**src/rtl/mesi_bus_pkg.sv**
```systemverilog
// Shared types for the MESI snooping bus controller and the per-CPU coherency units.
package mesi_bus_pkg;

  localparam int unsigned WORD_W = 32;

  typedef enum logic [2:0] {
    IDLE, GRANT, WB, SNOOP, XFER, SUPP_WB, L2RD, DONE
  } bus_state_t;

  typedef enum logic [1:0] {
    MODIFIED, EXCLUSIVE, SHARED, INVALID
  } cc_end_state;

endpackage

```
**src/rtl/mesi_bus_ctrl_if.sv**
```systemverilog
// Bus between the MESI bus controller (master) and the coherency units plus L2 (slave).
interface mesi_bus_ctrl_if
  import mesi_bus_pkg::*;
#(
  parameter int unsigned CPUS       = 2,
  parameter int unsigned BLOCK_SIZE = 2,
  parameter int unsigned ADDR_WIDTH = 32
);
  localparam int unsigned DW = BLOCK_SIZE * WORD_W;

  logic [CPUS-1:0]                 dREN, dWEN, ccwrite;
  logic [CPUS-1:0][ADDR_WIDTH-1:0] daddr;
  logic [CPUS-1:0][DW-1:0]         dstore;
  logic [CPUS-1:0]                 ccsnoopdone, ccsnoophit, ccdirty;
  logic [CPUS-1:0]                 dwait;
  logic [CPUS-1:0][DW-1:0]         dload;
  logic [CPUS-1:0]                 ccwait, ccinv, ccexclusive;
  logic [CPUS-1:0][ADDR_WIDTH-1:0] ccsnoopaddr;
  logic                            l2REN, l2WEN;
  logic [ADDR_WIDTH-1:0]           l2addr;
  logic [DW-1:0]                   l2store;
  logic [DW-1:0]                   l2load;
  logic                            l2busy;

  modport master (
    input  dREN, dWEN, ccwrite, daddr, dstore, ccsnoopdone, ccsnoophit, ccdirty,
           l2load, l2busy,
    output dwait, dload, ccwait, ccinv, ccsnoopaddr, ccexclusive,
           l2REN, l2WEN, l2addr, l2store
  );

  modport slave (
    output dREN, dWEN, ccwrite, daddr, dstore, ccsnoopdone, ccsnoophit, ccdirty,
           l2load, l2busy,
    input  dwait, dload, ccwait, ccinv, ccsnoopaddr, ccexclusive,
           l2REN, l2WEN, l2addr, l2store
  );

endinterface

```
**src/rtl/mesi_bus_ctrl_rr_arbiter.sv**
```systemverilog
// Combinational round-robin pick: first requester at or after ptr wins; pointer lives in the parent.
module rr_arbiter #(
  parameter  int unsigned N  = 2,
  localparam int unsigned IW = (N > 1) ? $clog2(N) : 1
) (
  input  logic [N-1:0]  req,
  input  logic [IW-1:0] ptr,
  input  logic          advance,
  output logic [N-1:0]  gnt,
  output logic [IW-1:0] gnt_idx
);

  logic          found;
  logic [IW-1:0] j;

  always_comb begin
    gnt     = '0;
    gnt_idx = '0;
    found   = 1'b0;
    j       = '0;
    for (int unsigned k = 0; k < N; k++) begin
      j = IW'((32'(ptr) + k) % N);
      if (advance && !found && req[j]) begin
        found   = 1'b1;
        gnt[j]  = 1'b1;
        gnt_idx = j;
      end
    end
  end

endmodule

```
**src/rtl/mesi_bus_ctrl.sv**
```systemverilog
// Snooping MESI bus controller: serialises one coherency transaction at a time across CPUS
// cores, routing cache-to-cache transfers and falling back to the shared L2 port.
module mesi_bus_ctrl
  import mesi_bus_pkg::*;
#(
  parameter int unsigned CPUS       = 2,
  parameter int unsigned BLOCK_SIZE = 2,
  parameter int unsigned ADDR_WIDTH = 32
) (
  input logic            CLK,
  input logic            RST,
  mesi_bus_ctrl_if.master bus
);

  localparam int unsigned DW = BLOCK_SIZE * WORD_W;
  localparam int unsigned IW = (CPUS > 1) ? $clog2(CPUS) : 1;

  bus_state_t state, next_state;
  logic [IW-1:0] req_q, req_d, ptr_q, ptr_d, sup_q, sup_d, gnt_idx;
  logic          sup_dirty_q, sup_dirty_d;
  logic [CPUS-1:0] reqs, gnt, req_oh, others, hits;
  logic            snoop_done;

  logic [CPUS-1:0]                 dwait_d, ccwait_d, ccinv_d, ccexcl_d;
  logic [CPUS-1:0][ADDR_WIDTH-1:0] snaddr_d;
  logic [CPUS-1:0][DW-1:0]         dload_d;
  logic                            l2ren_d, l2wen_d;
  logic [ADDR_WIDTH-1:0]           l2addr_d;
  logic [DW-1:0]                   l2store_d;

  assign reqs       = bus.dREN | bus.dWEN;
  assign req_oh     = CPUS'(1) << req_q;
  assign others     = ~req_oh;
  assign snoop_done = &(bus.ccsnoopdone | req_oh);
  assign hits       = bus.ccsnoophit & others;

  rr_arbiter #(.N(CPUS)) u_arb (
    .req     (reqs),
    .ptr     (ptr_q),
    .advance (state == IDLE),
    .gnt     (gnt),
    .gnt_idx (gnt_idx)
  );

  // Next state plus next value of every registered output; outputs line up with the state they belong to.
  always_comb begin
    next_state  = state;
    req_d       = req_q;
    ptr_d       = ptr_q;
    sup_d       = sup_q;
    sup_dirty_d = sup_dirty_q;
    dwait_d     = '1;
    ccwait_d    = bus.ccwait;
    ccinv_d     = bus.ccinv;
    ccexcl_d    = bus.ccexclusive;
    snaddr_d    = bus.ccsnoopaddr;
    dload_d     = bus.dload;
    l2ren_d     = bus.l2REN;
    l2wen_d     = bus.l2WEN;
    l2addr_d    = bus.l2addr;
    l2store_d   = bus.l2store;

    unique case (state)
      IDLE: begin
        if (|gnt) begin
          req_d      = gnt_idx;
          next_state = GRANT;
        end
      end
      GRANT: begin
        if (bus.dWEN[req_q]) begin
          next_state = WB;
          l2wen_d    = 1'b1;
          l2addr_d   = bus.daddr[req_q];
          l2store_d  = bus.dstore[req_q];
        end else if (CPUS == 1) begin
          next_state      = L2RD;
          l2ren_d         = 1'b1;
          l2addr_d        = bus.daddr[req_q];
          ccexcl_d[req_q] = !bus.ccwrite[req_q];
        end else begin
          next_state = SNOOP;
          ccwait_d   = others;
          ccinv_d    = others & {CPUS{bus.ccwrite[req_q]}};
          for (int i = 0; i < int'(CPUS); i++) begin
            if (others[i]) snaddr_d[i] = bus.daddr[req_q];
          end
        end
      end
      WB, SUPP_WB: begin
        if (!bus.l2busy) begin
          next_state = DONE;
          l2wen_d    = 1'b0;
        end
      end
      SNOOP: begin
        if (snoop_done) begin
          if (|hits) begin
            next_state = XFER;
            // Lowest-index hitter supplies the block.
            for (int i = int'(CPUS) - 1; i >= 0; i--) begin
              if (hits[i]) begin
                sup_d       = IW'(i);
                sup_dirty_d = bus.ccdirty[i];
              end
            end
          end else begin
            next_state      = L2RD;
            l2ren_d         = 1'b1;
            l2addr_d        = bus.daddr[req_q];
            ccexcl_d[req_q] = !bus.ccwrite[req_q];
          end
        end
      end
      XFER: begin
        dload_d[req_q] = bus.dstore[sup_q];
        ccexcl_d       = '0;
        // A writer takes the M copy as-is, so only a reader forces the dirty block back to L2.
        if (sup_dirty_q && !bus.ccwrite[req_q]) begin
          next_state = SUPP_WB;
          l2wen_d    = 1'b1;
          l2addr_d   = bus.daddr[req_q];
          l2store_d  = bus.dstore[sup_q];
        end else begin
          next_state = DONE;
        end
      end
      L2RD: begin
        if (!bus.l2busy) begin
          next_state     = DONE;
          l2ren_d        = 1'b0;
          dload_d[req_q] = bus.l2load;
        end
      end
      DONE: begin
        next_state = IDLE;
        ccexcl_d   = '0;
        ptr_d      = IW'((32'(req_q) + 32'd1) % CPUS);
      end
      default: next_state = IDLE;
    endcase

    if (next_state == DONE && state != DONE) begin
      dwait_d[req_q] = 1'b0;
      ccwait_d       = '0;
      ccinv_d        = '0;
    end
  end

  always_ff @(posedge CLK) begin
    if (RST) begin
      state           <= IDLE;
      req_q           <= '0;
      ptr_q           <= '0;
      sup_q           <= '0;
      sup_dirty_q     <= 1'b0;
      bus.dwait       <= '1;
      bus.ccwait      <= '0;
      bus.ccinv       <= '0;
      bus.ccexclusive <= '0;
      bus.ccsnoopaddr <= '0;
      bus.dload       <= '0;
      bus.l2REN       <= 1'b0;
      bus.l2WEN       <= 1'b0;
      bus.l2addr      <= '0;
      bus.l2store     <= '0;
    end else begin
      state           <= next_state;
      req_q           <= req_d;
      ptr_q           <= ptr_d;
      sup_q           <= sup_d;
      sup_dirty_q     <= sup_dirty_d;
      bus.dwait       <= dwait_d;
      bus.ccwait      <= ccwait_d;
      bus.ccinv       <= ccinv_d;
      bus.ccexclusive <= ccexcl_d;
      bus.ccsnoopaddr <= snaddr_d;
      bus.dload       <= dload_d;
      bus.l2REN       <= l2ren_d;
      bus.l2WEN       <= l2wen_d;
      bus.l2addr      <= l2addr_d;
      bus.l2store     <= l2store_d;
    end
  end

endmodule
```
**src/flat_wrapper.sv**
```systemverilog
// flat-port wrapper written by rule: the top's interface ports become plain ports
module mesi_bus_ctrl_flat import mesi_bus_pkg::*;
#(
  parameter int unsigned CPUS       = 2,
  parameter int unsigned BLOCK_SIZE = 2,
  parameter int unsigned ADDR_WIDTH = 32
)
  (CLK, RST, bus_dREN, bus_dWEN, bus_ccwrite, bus_daddr, bus_dstore, bus_ccsnoopdone, bus_ccsnoophit, bus_ccdirty, bus_l2load, bus_l2busy, bus_dwait, bus_dload, bus_ccwait, bus_ccinv, bus_ccsnoopaddr, bus_ccexclusive, bus_l2REN, bus_l2WEN, bus_l2addr, bus_l2store);
  mesi_bus_ctrl_if #(.CPUS(CPUS), .BLOCK_SIZE(BLOCK_SIZE), .ADDR_WIDTH(ADDR_WIDTH)) bus_i ();
  input logic CLK;
  input logic RST;
  input wire logic [$bits(bus_i.dREN)-1:0] bus_dREN;
  input wire logic [$bits(bus_i.dWEN)-1:0] bus_dWEN;
  input wire logic [$bits(bus_i.ccwrite)-1:0] bus_ccwrite;
  input wire logic [$bits(bus_i.daddr)-1:0] bus_daddr;
  input wire logic [$bits(bus_i.dstore)-1:0] bus_dstore;
  input wire logic [$bits(bus_i.ccsnoopdone)-1:0] bus_ccsnoopdone;
  input wire logic [$bits(bus_i.ccsnoophit)-1:0] bus_ccsnoophit;
  input wire logic [$bits(bus_i.ccdirty)-1:0] bus_ccdirty;
  input wire logic [$bits(bus_i.l2load)-1:0] bus_l2load;
  input wire logic [$bits(bus_i.l2busy)-1:0] bus_l2busy;
  output wire logic [$bits(bus_i.dwait)-1:0] bus_dwait;
  output wire logic [$bits(bus_i.dload)-1:0] bus_dload;
  output wire logic [$bits(bus_i.ccwait)-1:0] bus_ccwait;
  output wire logic [$bits(bus_i.ccinv)-1:0] bus_ccinv;
  output wire logic [$bits(bus_i.ccsnoopaddr)-1:0] bus_ccsnoopaddr;
  output wire logic [$bits(bus_i.ccexclusive)-1:0] bus_ccexclusive;
  output wire logic [$bits(bus_i.l2REN)-1:0] bus_l2REN;
  output wire logic [$bits(bus_i.l2WEN)-1:0] bus_l2WEN;
  output wire logic [$bits(bus_i.l2addr)-1:0] bus_l2addr;
  output wire logic [$bits(bus_i.l2store)-1:0] bus_l2store;
  assign bus_i.dREN = bus_dREN;
  assign bus_i.dWEN = bus_dWEN;
  assign bus_i.ccwrite = bus_ccwrite;
  assign bus_i.daddr = bus_daddr;
  assign bus_i.dstore = bus_dstore;
  assign bus_i.ccsnoopdone = bus_ccsnoopdone;
  assign bus_i.ccsnoophit = bus_ccsnoophit;
  assign bus_i.ccdirty = bus_ccdirty;
  assign bus_i.l2load = bus_l2load;
  assign bus_i.l2busy = bus_l2busy;
  assign bus_dwait = bus_i.dwait;
  assign bus_dload = bus_i.dload;
  assign bus_ccwait = bus_i.ccwait;
  assign bus_ccinv = bus_i.ccinv;
  assign bus_ccsnoopaddr = bus_i.ccsnoopaddr;
  assign bus_ccexclusive = bus_i.ccexclusive;
  assign bus_l2REN = bus_i.l2REN;
  assign bus_l2WEN = bus_i.l2WEN;
  assign bus_l2addr = bus_i.l2addr;
  assign bus_l2store = bus_i.l2store;
  mesi_bus_ctrl #(.CPUS(CPUS), .BLOCK_SIZE(BLOCK_SIZE), .ADDR_WIDTH(ADDR_WIDTH)) u_core (.CLK(CLK), .RST(RST), .bus(bus_i));
endmodule
```
**config.mk**
```make
export PLATFORM = sky130hd
export DESIGN_NAME = mesi_bus_ctrl_flat
export DESIGN_NICKNAME = d
export VERILOG_FILES = /design/src/rtl/mesi_bus_pkg.sv /design/src/rtl/mesi_bus_ctrl_if.sv /design/src/rtl/mesi_bus_ctrl_rr_arbiter.sv /design/src/rtl/mesi_bus_ctrl.sv /design/src/flat_wrapper.sv
export SDC_FILE = /design/constraint.sdc
export NUM_CORES = 1
export LEC_CHECK = 0
export ABC_CLOCK_PERIOD_IN_PS = 2400
export BUFFER_PORTS_ARGS = -buffer_cell sky130_fd_sc_hd__buf_2
export CAP_MARGIN = 30
export CELL_PAD_IN_SITES_DETAIL_PLACEMENT = 1
export CELL_PAD_IN_SITES_GLOBAL_PLACEMENT = 1
export CORE_AREA = 2 2 222 224
export CTS_BUF_LIST = sky130_fd_sc_hd__clkbuf_2 sky130_fd_sc_hd__clkbuf_4 sky130_fd_sc_hd__clkbuf_8
export CTS_CLUSTER_SIZE = 14
export DETAILED_ROUTE_END_ITERATION = 7
export DIE_AREA = 0 0 224 226
export PLACE_DENSITY = 0.73
export SKIP_LAST_GASP = 1
export SLEW_MARGIN = 15
export SYNTH_ARGS = -nofsm -noshare
export SYNTH_HDL_FRONTEND = slang
export SYNTH_SLANG_ARGS = --single-unit
```
**constraint.sdc**
```tcl
create_clock -name CLK -period 2.4 [get_ports CLK]
set_input_delay 0.36 -clock CLK [delete_from_list [all_inputs] [get_ports CLK]]
set_output_delay 0.36 -clock CLK [all_outputs]
set_load 0.01 [all_outputs]
```
### After elaboration in Yosys (flattened, before gate mapping)

Cells that the tools add are included.

| storage, ports and cells | value |
|---|---|
| bits in writable memories | 0 |
| bits in registers | 305 |
| logic and storage cells | 149 |
| memories kept | 0 |
| ROM bits | 0 |
| input bits | 271 |
| output and inout port bits | 298 |
| bits in latches | 0 |

| operators by class | value |
|---|---|
| bitwise logic cells | 9 |
| multipliers | 0 |
| order comparisons | 7 |
| add/sub/neg operators | 2 |
| divide/modulo/power cells | 0 |
| shifts and indexed selects | 1 |
| equal/unequal tests | 15 |
| muxes and demuxes | 61 |
| reduce and logical (&&, ||, !) cells | 37 |

Operators with widths:

| kind | count |
|---|---|
| two-way mux 64 bit | 7 |
| bitwise mux 128 bit | 2 |
| one-hot mux 128 bit (2 select lines) | 1 |
| two-way mux 32 bit | 6 |
| two-way mux 128 bit | 1 |
| one-hot mux 64 bit (2 select lines) | 1 |
| one-hot mux 32 bit (3 select lines) | 1 |
| demux 64 bit (select 1 bit) | 1 |
| two-way mux 1 bit | 24 |
| one-hot mux 3 bit (6 select lines) | 1 |
| == test 3 bit, second input constant | 5 |
| two-way mux 2 bit | 6 |
| AND reduction 3 bit | 4 |
| OR reduction 2 bit | 6 |
| AND reduction 5 bit | 2 |
| nonzero test 2 bit | 5 |
| two-way mux 3 bit | 3 |
| logical AND 1 bit | 8 |
| < comparator 1 x 2 -> 1 bit, second input constant | 4 |
| AND reduction 2 bit | 4 |
| AND reduction 4 bit | 2 |
| == test 3 x 2 -> 1 bit, second input constant | 2 |
| != test 2 x 1 -> 1 bit, second input constant | 3 |
| != test 2 bit, second input constant | 3 |
| 18 further kinds | 30 |

### Longest topological paths before layout

| logic depth | value |
|---|---|
| depth in word-level cells | 16 |
| depth in mapped cells | 8 |
| mapped depth without buffers | 4 |

### Cells and area by module

From an unflattened synthesis, not the netlist that was laid out.

| second synthesis, totals | value |
|---|---|
| cell total of the unflattened synthesis | 1648 |
| area, all modules | 14358.8 sq um |

Modules (own cells, without submodules):

| module | cells an instance | area each (sq um) | seq. area each (sq um) | times used |
|---|---|---|---|---|
| mesi_bus_ctrl | 1642 | 14332.5 | 6105.9 | 1 |
| rr_arbiter | 6 | 26.3 | 0.0 | 1 |

### Least setup slack after synthesis

No wires, ideal clock.

| timing path | value |
|---|---|
| path kind | register -> register |
| start point | register u_core.state[1] |
| end point | register u_core.bus.l2store[16] (netlist name) |
| required time | 2.262 ns |
| arrival time | 1.730 ns |
| clock period less this slack | 1.868 ns |
| cell stages (with the launch flop) | 8 |
| slack | 0.532 ns |
| buffers on the path | 3 |
| setup time | 0.138 ns |
| cells stage by stage | dfxtp_1 buf_2 nor3b_1 mux2i_1 buf_4 buf_2 mux2i_1 a221oi_2 |

| between the ends | value |
|---|---|
| cells in the longest elaborated chain, start to end | 3 |
| elaborated cells on any way between the ends | 7 |
| classes of those cells | eq/ne (4); mux (1); reduce/logical (2) |

Ends and longest elaborated chain:

| what | RTL line | RTL |
|---|---|---|
| from (decl) | mesi_bus_ctrl.sv:18 | `bus_state_t state, next_state;` |
| from (signal assigned) | mesi_bus_ctrl.sv:168 | `state <= next_state;` |
| == test 3 bit or == test 3 x 1 -> 1 bit (tied branches) | mesi_bus_ctrl.sv:63 | `unique case (state)` |
| != test 2 x 1 -> 1 bit (no line) or nonzero test 2 bit (tied branches) | n/a |  |
| AND reduction 3 bit (no line) | n/a |  |
| to (signal assigned) | mesi_bus_ctrl.sv:182 | `bus.l2store <= l2store_d;` |
| to (decl) | mesi_bus_ctrl_if.sv:29 | `l2REN, l2WEN, l2addr, l2store` |

Several ways; a longest one is shown, not always the timed one.
A chain may end at the register's enable or synchronous reset.

### Worst setup path in the final report

| timing path | value |
|---|---|
| start point | register u_core.state[1] |
| end point | register u_core.sup_dirty_q |

| between the ends | value |
|---|---|
| cells in the longest elaborated chain, start to end | 2 |

Ends and longest elaborated chain:

| what | RTL line | RTL |
|---|---|---|
| == test 3 x 2 -> 1 bit | mesi_bus_ctrl.sv:63 |  |
| AND reduction 5 bit (no line) | n/a |  |
| to (signal assigned) | mesi_bus_ctrl.sv:172 | `sup_dirty_q <= sup_dirty_d;` |
| to (decl) | mesi_bus_ctrl.sv:20 | `logic sup_dirty_q, sup_dirty_d;` |

No other way between the ends.

==> results.yml <==
timing:
  tns_ns: 0
  grt_setup_unrepaired: "false"
  post-route-period-util_pct: 89.9
  period_needed_ns: 2.16
  drv_slew: 0
  relSlewSlack_pct: 58.8
  whs_ns: 0.105
  setup_viol: 0
  worstMarginPinSlew_ns: 0.618
  fin_skew_ns: 0.0344
  hold_viol: 0
  clock.fmax_mhz: 463
drt:
  drcViolationCount: 0
  dr.pass1.iters: 5
  route.antenna.remaining_nets: 0
  routed_via_density: 5.07
  vias: 13600
  drt_iter0_drc: 663
  wl_per_cell_um: 21.5
  drt_wl_total_mm: 57.6
floorplan:
  start_util_pct: 28.0
  die_w_um: 224
  dieArea_um2: 50600
  ioPinCount: 569
  fp.dieH_um: 226
  coreArea_um2: 48300
  rows: 81
logic_synthesis:
  avgSynthCellArea_um2: 9.13
  synth_ff_type: "dfxtp_1"
  ys_top_cells_by_area: "dfxtp_1 45%, mux2_2 11%, mux2i_1 7.5%, nand2_1 7.4%, a21oi_1 5.1%"
  synth_area_leader_cell: "dfxtp_1"
  synthesis.nets: 1754
  ys_seq_area_share_pct: 45.1
  ys_async_sr_fraction_pct: 0
  synth_enable_flop_cells: 0
  yosys_warnings: 0
  synth_area_um2: 13500
  synth_seq_cells: 305
  yosysUniqueCellTypes: 48
  synthCells: 1483
  synth_top_cell_area_share_pct: 45.1
power_and_ir_drop:
  ir_worst_vdd_uv: 425
  report.power.total_mw: 18.8
  leakage_nw: 8.12
  powerDensity_nw_per_um2: 1020
worst_setup_path:
  critPathKind: "reg2reg"
  crit_arrival_ns: 2.72
  crit_path_start_kind: "flip-flop"
  cp.required_ns: 2.96
  critical-path-top-delay-family: "buffers and inverters"
  reg2reg_setup_slack_ns: 0.24
  critPathMaxStageDelay_ns: 0.57
  end_kind: "flip-flop"
  path_cells: "buf_4 -> nand3b_1 -> nor3_1 -> nor2_1 -> a311oi_1 -> dlygate4sd3_1"
  critPathBufInv: 2
  slowest_stage: "dlygate4sd3_1"
  cp_max_fo: 13
placed_design:
  place.gp.congestion: 0.907
  hpwl_mm: 42.8
  port_buffers: 568
  place_area_um2: 17100
  dp.cells: 2578
clocking:
  cts_tree: "yes"
  clock_latency_ns: 0.65
  htreeDepth: 2
  holdBufCountCts: 4
  cts_buffers: 56
  cts_max_path_buffers: 3
  post_cts_resized: 0
  clk_transition_reported_paths_ns: 0.06
  cts_setup_buffers: 0
  clock-sinks: 305
  clockRootBuffer: "clkbuf_8"
run:
  max-cap-violations: 0
layout:
  final_cell_mix: "567 x buf_2, 303 x dfxtp_1, 267 x nand2_1, 138 x a21oi_1, 138 x nor2_1"
  layout-drive-gt1-share_pct: 42.6
  final_area_um2: 18400
  final_common_cell: "buf_2"
  final_cells: 2682
  nets: 2289
  syn_to_final_growth_pct: 36.1
grt:
  grt_usage_pct: 21.7
  grt_pass1_wl_mm: 84.7
  antenna_found_initial: 6
  grt_overflow: 0
  grt_start_max_net_pins: 110
  grt_pass1_vias: 14200
min_path:
  min-delay-path-class: "in2reg"
run_status:
  status: "completed"
registers in the layout (all words and copies together), names as in the netlist:
name	count
u_core.bus.dwait	2
u_core.bus.ccsnoopaddr	64
u_core.bus.dload	128
u_core.bus.ccinv	2
u_core.bus.l2addr	32
u_core.bus.ccexclusive	2
u_core.bus.l2WEN	1
u_core.sup_q	1
u_core.bus.ccwait	2
u_core.sup_dirty_q	1
u_core.bus.l2store	64
u_core.ptr_q	1
u_core.req_q	1
u_core.state	3
u_core.bus.l2REN	1
final cells by class:
cell class,instances,area [µm²]
fill,5802,29900
multi-input combinational,1034,6840
sequential,305,6110
timing repair buffer,618,3430
antenna,5,12.5
inverter,3,11.3
clock inverter,9,145
clock buffer,86,1100
tap,622,778
cell usage after synthesis (2+ instances only):
master,number
o21a_1,2
nor2_1,139
buf_1,4
dfxtp_1,305
a211oi_1,75
nand3b_1,4
nor3_1,4
a211oi_2,22
nor3b_1,5
nand2_1,267
or3_1,2
nand3_1,8
mux2_2,129
buf_2,53
nor2b_1,5
mux2i_1,101
a21boi_0,2
inv_1,3
o32ai_1,2
a31oi_1,34
nand2b_1,4
a221oi_1,64
and3_1,2
a21oi_1,138
a221oi_2,2
buf_6,3
o21ai_0,4
buf_4,4
clkbuf_1,77
per-stage QoR:
| step | setup WS [ns] | utilization (%) |
|---|---|---|
| after floorplan | 0.532 | - |
| after global placement | 0.149 | 35.4 |
| after detailed placement | 0.209 | 35.4 |
| after CTS | 0.205 | 38.1 |
| after global routing | 0.00193 | 38.1 |
| final | 0.242 | 38.1 |
power by group:
group | internal, mW | switching [mW] | total, mW
logic | 2.73 | 3.88 | 6.60
clock network | 3.24 | 2.28 | 5.52
registers | 6.00 | 0.642 | 6.64
total | 12.0 | 6.80 | 18.8
worst min-delay path: stages:
cell and delay [ns]:
buf_2 0.11, mux2i_1 0.12, a221oi_1 0.09
kinds of logic after synthesis:
family | share of synthesized area, %
simple gates | 13.5
compound gates | 18.3
flops | 45.1
mux | 18.3
buf+inv | 4.76
xor+xnor | 0.0647
metal layers:
metal	share of wire, %	wire, µm	track usage (%)	vias to the layer above
met3	8.0	4580	6.88	131
met5	0.036	21	0	-
met1	38	21800	23.5	6608
met2	49	28300	37.8	513
li1	-	-	-	6353
met4	5.0	2850	11.5	4
final timing paths:
path / from / endpoint / cells past startpoint
max: u_core.state[1] / u_core.sup_dirty_q / 6
min: bus_dstore[67] / u_core.bus.l2store[3] / 3
max reg2reg: u_core.state[1] / u_core.sup_dirty_q / 6
min reg2reg: u_core.bus.dload[65] / u_core.bus.dload[65] / 2
(Power assumes the default switching activity.)
